**config.mk**
```make
export PLATFORM = sky130hd
export DESIGN_NAME = servo_pwm_driver
export DESIGN_NICKNAME = d
export VERILOG_FILES = /design/src/rtl/servo_pwm_driver.sv
export SDC_FILE = /design/constraint.sdc
export NUM_CORES = 1
export LEC_CHECK = 0
export CAP_MARGIN = 20
export CORE_ASPECT_RATIO = 1.5
export CORE_MARGIN = 3
export CORE_UTILIZATION = 40
export CTS_CLUSTER_SIZE = 24
export DETAILED_ROUTE_END_ITERATION = 10
export HOLD_SLACK_MARGIN = 0.15
export PLACE_DENSITY = 0.58
export SLEW_MARGIN = 20
export SYNTH_ARGS = -nofsm -noshare
export SYNTH_HDL_FRONTEND = slang
export SYNTH_SLANG_ARGS = --single-unit
```
**constraint.sdc**
```tcl
create_clock -name clk -period 6 [get_ports clk]
set_input_delay 1.2 -clock clk [delete_from_list [all_inputs] [get_ports clk]]
set_output_delay 1.2 -clock clk [all_outputs]
set_load 0.01 [all_outputs]
```
**src/rtl/servo_pwm_driver.sv**
```systemverilog
`default_nettype none
// ============================================================================
// Module   : servo_pwm_driver
// Function : Two 50 Hz servo PWM channels driven by SPI pan/tilt commands,
//            with a command timeout that returns the servos to centre.
//            Define SERVO_SLEW_EN to limit per-frame movement to SLEW_MAX
//            LSBs; otherwise the applied position jumps to the target.
// Revision : 1.0
// ============================================================================
module servo_pwm_driver #(
  parameter int unsigned PERIOD_CYC     = 500000,
  parameter int unsigned MIN_PULSE_CYC  = 25000,
  parameter int unsigned STEP_X_CYC     = 98,
  parameter int unsigned STEP_Y_CYC     = 196,
  parameter int unsigned SLEW_MAX       = 4,
  parameter int unsigned TIMEOUT_FRAMES = 25
) (
  input  logic       clk,
  input  logic       reset,
  input  logic       mosi_valid,
  input  logic [7:0] mortor_xdata,
  input  logic [6:0] mortor_ydata,
  input  logic       en,
  output logic       pwm_x,
  output logic       pwm_y,
  output logic       frame_tick,
  output logic       stale,
  output logic [7:0] cur_x,
  output logic [6:0] cur_y
);

  localparam int unsigned CNT_W = $clog2(PERIOD_CYC);
  localparam int unsigned WID_W = $clog2(PERIOD_CYC + 1);
  localparam int unsigned NV_W  = $clog2(TIMEOUT_FRAMES + 1);

  localparam logic [7:0]       CENTRE_X = 8'd128;
  localparam logic [6:0]       CENTRE_Y = 7'd64;
  localparam logic [CNT_W-1:0] CNT_LAST = CNT_W'(PERIOD_CYC - 1);
  localparam logic [NV_W-1:0]  NV_LIMIT = NV_W'(TIMEOUT_FRAMES);

  if ((MIN_PULSE_CYC + 255 * STEP_X_CYC >= PERIOD_CYC) ||
      (MIN_PULSE_CYC + 127 * STEP_Y_CYC >= PERIOD_CYC)) begin : g_width_check
    $error("servo_pwm_driver: full-scale pulse does not fit in PERIOD_CYC");
  end

  function automatic logic [WID_W-1:0] width_of(input int unsigned pos,
                                                input int unsigned step);
    return WID_W'(MIN_PULSE_CYC + pos * step);
  endfunction

  // Moves cur toward tgt by at most SLEW_MAX without overshooting.
  function automatic int unsigned step_toward(input int unsigned cur,
                                              input int unsigned tgt);
    if (tgt >= cur) return (tgt - cur <= SLEW_MAX) ? tgt : cur + SLEW_MAX;
    return (cur - tgt <= SLEW_MAX) ? tgt : cur - SLEW_MAX;
  endfunction

  logic [CNT_W-1:0] cnt_q,     cnt_d;
  logic [7:0]       tgt_x_q,   tgt_x_d,   cur_x_q,   cur_x_d;
  logic [6:0]       tgt_y_q,   tgt_y_d,   cur_y_q,   cur_y_d;
  logic [WID_W-1:0] width_x_q, width_x_d, width_y_q, width_y_d;
  logic [NV_W-1:0]  nv_cnt_q,  nv_cnt_d;
  logic             stale_q,   stale_d;
  logic             en_q,      en_d;
  logic             pwm_x_q,   pwm_x_d,   pwm_y_q,   pwm_y_d;
  logic             tick_q,    tick_d;
  logic             frame_end;
  logic [7:0]       cur_x_next;
  logic [6:0]       cur_y_next;

`ifdef SERVO_SLEW_EN
  assign cur_x_next = 8'(step_toward(32'(cur_x_q), 32'(tgt_x_q)));
  assign cur_y_next = 7'(step_toward(32'(cur_y_q), 32'(tgt_y_q)));
`else
  assign cur_x_next = tgt_x_q;
  assign cur_y_next = tgt_y_q;
`endif

  always_comb begin
    frame_end = (cnt_q == CNT_LAST);
    cnt_d     = frame_end ? '0 : cnt_q + CNT_W'(1);
    tgt_x_d   = tgt_x_q;
    tgt_y_d   = tgt_y_q;
    cur_x_d   = cur_x_q;
    cur_y_d   = cur_y_q;
    width_x_d = width_x_q;
    width_y_d = width_y_q;
    nv_cnt_d  = nv_cnt_q;
    stale_d   = stale_q;
    en_d      = en_q;

    if (frame_end) begin
      cur_x_d   = cur_x_next;
      cur_y_d   = cur_y_next;
      width_x_d = width_of(32'(cur_x_next), STEP_X_CYC);
      width_y_d = width_of(32'(cur_y_next), STEP_Y_CYC);
      en_d      = en;
      if (!mosi_valid) begin
        if (nv_cnt_q != NV_LIMIT) nv_cnt_d = nv_cnt_q + NV_W'(1);
        if (nv_cnt_d == NV_LIMIT) begin
          tgt_x_d = CENTRE_X;
          tgt_y_d = CENTRE_Y;
          stale_d = 1'b1;
        end
      end
    end

    // A strobe overrides any timeout decided in the same cycle.
    if (mosi_valid) begin
      tgt_x_d  = mortor_xdata;
      tgt_y_d  = mortor_ydata;
      nv_cnt_d = '0;
      stale_d  = 1'b0;
    end

    pwm_x_d = en_q && (WID_W'(cnt_q) < width_x_q);
    pwm_y_d = en_q && (WID_W'(cnt_q) < width_y_q);
    tick_d  = (cnt_d == '0);
  end

  always_ff @(posedge clk) begin
    if (reset) begin
      cnt_q     <= '0;
      tgt_x_q   <= CENTRE_X;
      tgt_y_q   <= CENTRE_Y;
      cur_x_q   <= CENTRE_X;
      cur_y_q   <= CENTRE_Y;
      width_x_q <= width_of(32'(CENTRE_X), STEP_X_CYC);
      width_y_q <= width_of(32'(CENTRE_Y), STEP_Y_CYC);
      nv_cnt_q  <= '0;
      stale_q   <= 1'b1;
      en_q      <= 1'b0;
      pwm_x_q   <= 1'b0;
      pwm_y_q   <= 1'b0;
      tick_q    <= 1'b0;
    end else begin
      cnt_q     <= cnt_d;
      tgt_x_q   <= tgt_x_d;
      tgt_y_q   <= tgt_y_d;
      cur_x_q   <= cur_x_d;
      cur_y_q   <= cur_y_d;
      width_x_q <= width_x_d;
      width_y_q <= width_y_d;
      nv_cnt_q  <= nv_cnt_d;
      stale_q   <= stale_d;
      en_q      <= en_d;
      pwm_x_q   <= pwm_x_d;
      pwm_y_q   <= pwm_y_d;
      tick_q    <= tick_d;
    end
  end

  assign pwm_x      = pwm_x_q;
  assign pwm_y      = pwm_y_q;
  assign frame_tick = tick_q;
  assign stale      = stale_q;
  assign cur_x      = cur_x_q;
  assign cur_y      = cur_y_q;

endmodule
`default_nettype wire

```
### Word-level counts from Yosys, hierarchy flattened

Index checks and enable logic that the tools add are counted.

* register bits after elaboration: 97
* input bits: 19
* word-level logic and storage cells: 44
* output and inout bits: 19

* multiplexer cells: 13
* reductions and logical operators: 7
* order comparisons: 2
* multiply operators: 2
* add/subtract/negate cells: 4
* equal/unequal tests: 3

Operator list (count)
* $lt A19 B19 Y1: 2
* $add A15 B15 Y16 const A: 2
* $mux W8: 3
* $mux W7: 3
* $add A19 B1 Y19 const B: 1
* $eq A19 B19 Y1 const B: 1
* $logic_not A19 Y1: 1
* $mux W19: 1
* $mux W5: 3
* $mul A8 B6 Y14 const B: 1
* $mul A7 B6 Y13 const B: 1
* $add A5 B1 Y5 const B: 1
* $eq A5 B5 Y1 const B: 1
* $ne A5 B5 Y1 const B: 1
* $reduce_bool A2 Y1: 2
* $mux W1: 3
* $logic_and A1 B1 Y1: 2
* $reduce_and A2 Y1: 1
* $reduce_or A2 Y1: 1

### Logic depth before layout (Yosys ltp)

* depth in word-level cells: 8
* gate-level depth with buffers: 13
* depth with buffers taken out: 13

### Least setup slack after synthesis

Ideal clock, no wire load.

* path type: reg2reg
* start: register tgt_y_q[1] (netlist: cur_y_next[1])
* end: register width_y_q[14]
* arrival time: 3.284 ns
* slack: 2.620 ns
* buffers on the path: 0
* setup time: 0.095 ns
* period minus slack after synthesis: 3.380 ns
* stages on the path, launching flop included: 12
* cell sequence: dfxtp_1 > ha_1 > fa_1 > ha_1 > ha_1 > inv_1 > fa_1 > or2_2 > nor4_1 > a21boi_0 > or3_1 > o311ai_1

* word-level cells in the longest chain between the ends: 2

Ends and longest elaborated chain
* start: declaration: RTL line 60 `logic [6:0] tgt_y_q, tgt_y_d, cur_y_q, cur_y_d;`
* start signal: assignment: RTL line 139 `tgt_y_q <= tgt_y_d;`
* $mul A7 B6 Y13: RTL line 48 `return WID_W'(MIN_PULSE_CYC + pos * step);`
* $add A15 B15 Y16: RTL line 48
* end signal: assignment: RTL line 129 `width_y_q <= width_of(32'(CENTRE_Y), STEP_Y_CYC);`
* end signal: assignment: RTL line 143 `width_y_q <= width_y_d;`
* end: declaration: RTL line 61 `logic [WID_W-1:0] width_x_q, width_x_d, width_y_q, width_y_d;`

Every way passes these cells.
A chain may end at the register's enable or synchronous reset.

### Final worst setup path

Ends and elaborated chain as after synthesis.

==> summary.md <==
| Metric | Value |
|---|---|
| Run status | finished clean |
| Die Y-Extent | 152 µm |
| Core box area | 13700 µm² |
| Max-cap viol count | 0 |
| Average detailed-routed wire length per instance | 15.8 µm |
| Max Freq | 277 MHz |
| H-tree levels | 3 |
| Critical path class | flip-flop to flip-flop |
| Via count | 4767 |
| CP startpoint kind | flip-flop |
| Setup violators final | 0 |
| Vias in the first global route | 4741 |
| Mapped Cells | 670 |
| Clock Power Share | 46.8% |
| Sw Pwr | 0.000366 W |
| Min-Delay Path Class | flip-flop to flip-flop |
| Total clock sinks | 85 |
| Max clock buf depth | 2 |
| Seq/Total Area, Yosys | 29.7% |
| Most frequent CP cell | ha_1 |
| Fillers | 1362 |
| Static Leak | 2.94 nW |
| Post-synth cell types | 70 |
| Final Hold Viols | 0 |
| Min Tclk post-route | 3.60 ns |
| Switching part of the total power | 24.7% |
| CTS root buffer | clkbuf_16 |
| Row Count | 52 |
| DRC | 0 |
| Slew HR | 46.2% |
| Clk slew on worst S/H paths | 0.06 ns |
| Syn nets | 779 |
| Routed WL | 14.0 mm |
| Die width | 104 µm |
| Post-synth top flop | dfxtp_1 |
| CP endpoint kind | flip-flop |
| Worst EP required | 6.25 ns |
| Drt pass-1 iters | 5 |
| Final nets | 801 |
| EDFF count, synth | 0 |
| Slowest-stage cell, CP | fa_1 |
| DPL Wire Length | 10.4 mm |
| Gr usage total | 18.1% |
| CTS tree | yes |
| Worst EP arrival | 3.86 ns |
| Placed inst area | 6220 µm² |
| Layout cell share with drive strength beyond 1 | 5.02% |
| Crit-path max FO | 5 |
| Largest net degree at the start of global routing | 54 |
| Pins Over Slew Limit | 0 |
| #FFs+latches synth | 85 |
| Core Util, Final | 48.0% |
| Routed Antenna Nets | 0 |
| Area grow syn2layout | 15.2% |
| Pwr per Cell Area | 225 nW/µm² |
| Post-cts resize count | 0 |
| Die area | 15800 µm² |
| Hold_buf cts | 0 |
| Internal power | 0.00112 W |
| I/O Buffers | 37 |
| Antenna violations before repair | 0 |
| Worst Tran Pin Value | 0.805 ns |
| CP cell instances | ha_1 -> fa_1 -> ha_1 -> ha_1 -> inv_1 -> fa_1 -> or2_2 -> nor4_1 -> a21boi_0 -> or3_1 -> o311ai_1 |
| Share of flip-flops with an asynchronous set or reset | 0% |
| Clock latency on the worst-skew pair | 0.35 ns |
| CP max stage delay | 0.46 ns |
| Final Instance Area | 6590 µm² |
| Worst reg-to-reg path cell count | 11 |
| Tcrit/Tclk final | 60.1% |
| Inserted Clock Buffers | 9 |
| Layout Skew | 0.00879 ns |
| Worst Setup SP | cur_y_next[1] |
| Synth warnings | 0 |
| Starting DRT DRC Count | 112 |
| Worst VDD drop | 0.148 mV |
| Worst setup endpoint | width_y_q[14] |
| Boundary Pins | 38 |
| Initial Util | 41.7% |
| Grt ovf | 0 |
| Post-CTS Setup Inserts | 0 |
| Unrepaired setup endpoints after global routing | false |
| Comb pwr share | 13.6% |
| First-pass GRT wire length | 23.1 mm |
| Reg2reg start | cur_y_next[1] |
| Synth Cell Area | 5720 µm² |
| Total negative slack | 0 ns |
| Placer congestion estimate | 0.815 |
| Average size of a mapped cell | 8.54 µm² |
| Register share of total power | 39.5% |
| Worst reg2reg path endpoint | width_y_q[14] |
| Vias per std cell | 5.38 |
| Setup slack, reg-to-reg | 2.40 ns |
| Antenna Cells | 0 |
==> power by group through the flow <==
stage               clock network [W]  registers [W]  logic (W)
floorplan                           0       0.000594   0.000156
global placement                    0       0.000599   0.000198
detailed placement                  0       0.000599   0.000201
CTS                          0.000710       0.000587   0.000204
global route                 0.000731       0.000588   0.000231
finish                       0.000694       0.000586   0.000202
==> state kept, by name (all words and copies together) (netlist names), 5 cells and up <==
register / count
cnt_q: 19
cur_x: 8
cur_y_next: 7
cur_y: 7
width_y_q: 13
cur_x_next: 8
width_x_q: 13
nv_cnt_q: 5
==> placed cells by master, fill, tap and decap left out, drive strengths merged, types with 5 or more instances in the layout <==
cell           count
xor2              18
inv               47
dfxtp             85
a211oi             6
nand2b             5
a21oi             33
and3               7
a22oi             14
nand3             24
nor2              66
fa                 5
a21o              15
nand2             73
nor3              10
nand4              9
o211ai            13
o21ai             13
nor4               9
buf                6
clkdlybuf4s50     36
clkbuf             9
a31oi              5
xnor2             27
ha                85
nor3b              7
nor2b             13
==> cells in the mapped netlist (13+ instances only) <==
| cell | instances | area (µm²) |
|---|---|---|
| inv_1 | 46 | 173 |
| xor2_1 | 18 | 158 |
| nor2b_1 | 13 | 81.3 |
| dfxtp_1 | 85 | 1700 |
| ha_1 | 85 | 1060 |
| nand2_1 | 73 | 274 |
| nand3_1 | 23 | 115 |
| nor2_1 | 66 | 248 |
| xnor2_1 | 27 | 236 |
| a21oi_1 | 33 | 165 |
| a21o_1 | 15 | 113 |
| clkbuf_1 | 16 | 60.1 |
| a22oi_1 | 14 | 105 |
==> layout make-up <==
cell class	instances	area [µm²]	area share [%]
clock buffer	9	225	3.42
clock inverter	7	145	2.20
inverter	47	176	2.68
multi-input combinational	507	3700	56.2
sequential	85	1700	25.8
tap	189	236	3.59
timing repair buffer	42	403	6.11
==> critical path: cells and delay by family, from the launching register on <==
family                     cells  cell delay [ns]
and+or+nand+nor                3             1.03
DFF                            1             0.42
adders and majority gates      5             1.71
AOI/OAI and AO/OA              2             0.28
buffers and inverters          1             0.07
==> worst min path at each step <==
stage,start,endpoint,slack (ns),cells after the start
floorplan,width_x_q[4],width_x_q[4],0.43,2
global placement,cur_y[1],cur_y[1],0.44,2
detailed placement,width_x_q[8],width_x_q[8],0.45,2
CTS,width_x_q[8],width_x_q[8],0.45,2
global route,cur_y[2],cur_y[2],0.48,2
finish,width_x_q[8],width_x_q[8],0.45,2
==> per-layer routing <==
layer | part of all wire (%) | GRT usage, % | up-vias | routed length, µm
met1 | 42 | 20.0 | 2268 | 5920
li1 | - | - | 2408 | -
met5 | 0 | 0 | - | 0
met2 | 52 | 33.6 | 64 | 7300
met3 | 2.3 | 3.09 | 27 | 328
met4 | 3.0 | 8.05 | 0 | 418
==> through the flow <==
step / hold WS [ns] / std cells / total power (W) / worst slack, ns
after floorplan: 0.432 / 670 / 0.000750 / 2.62
after global placement: 0.444 / 870 / 0.000797 / 2.50
after detailed placement: 0.445 / 870 / 0.000801 / 2.42
after CTS: 0.452 / 886 / 0.00150 / 2.39
after global routing: 0.475 / 886 / 0.00155 / 2.14
final: 0.450 / 886 / 0.00148 / 2.40
==> cell families (layout without fill, tap and decap cells) <==
kind of cell,Yosys count,count (layout),share of synthesized area [%]
flip-flops,85,85,29.7
adder cells (fa/ha/maj),90,90,20.3
buffers and inverters,78,105,5.64
XOR/XNOR,45,45,6.89
AO/OA/AOI/OAI,128,128,15.4
multiplexers,4,4,0.722
AND/OR/NAND/NOR,240,240,21.3
No activity file was read; power rests on OpenSTA's default activity.
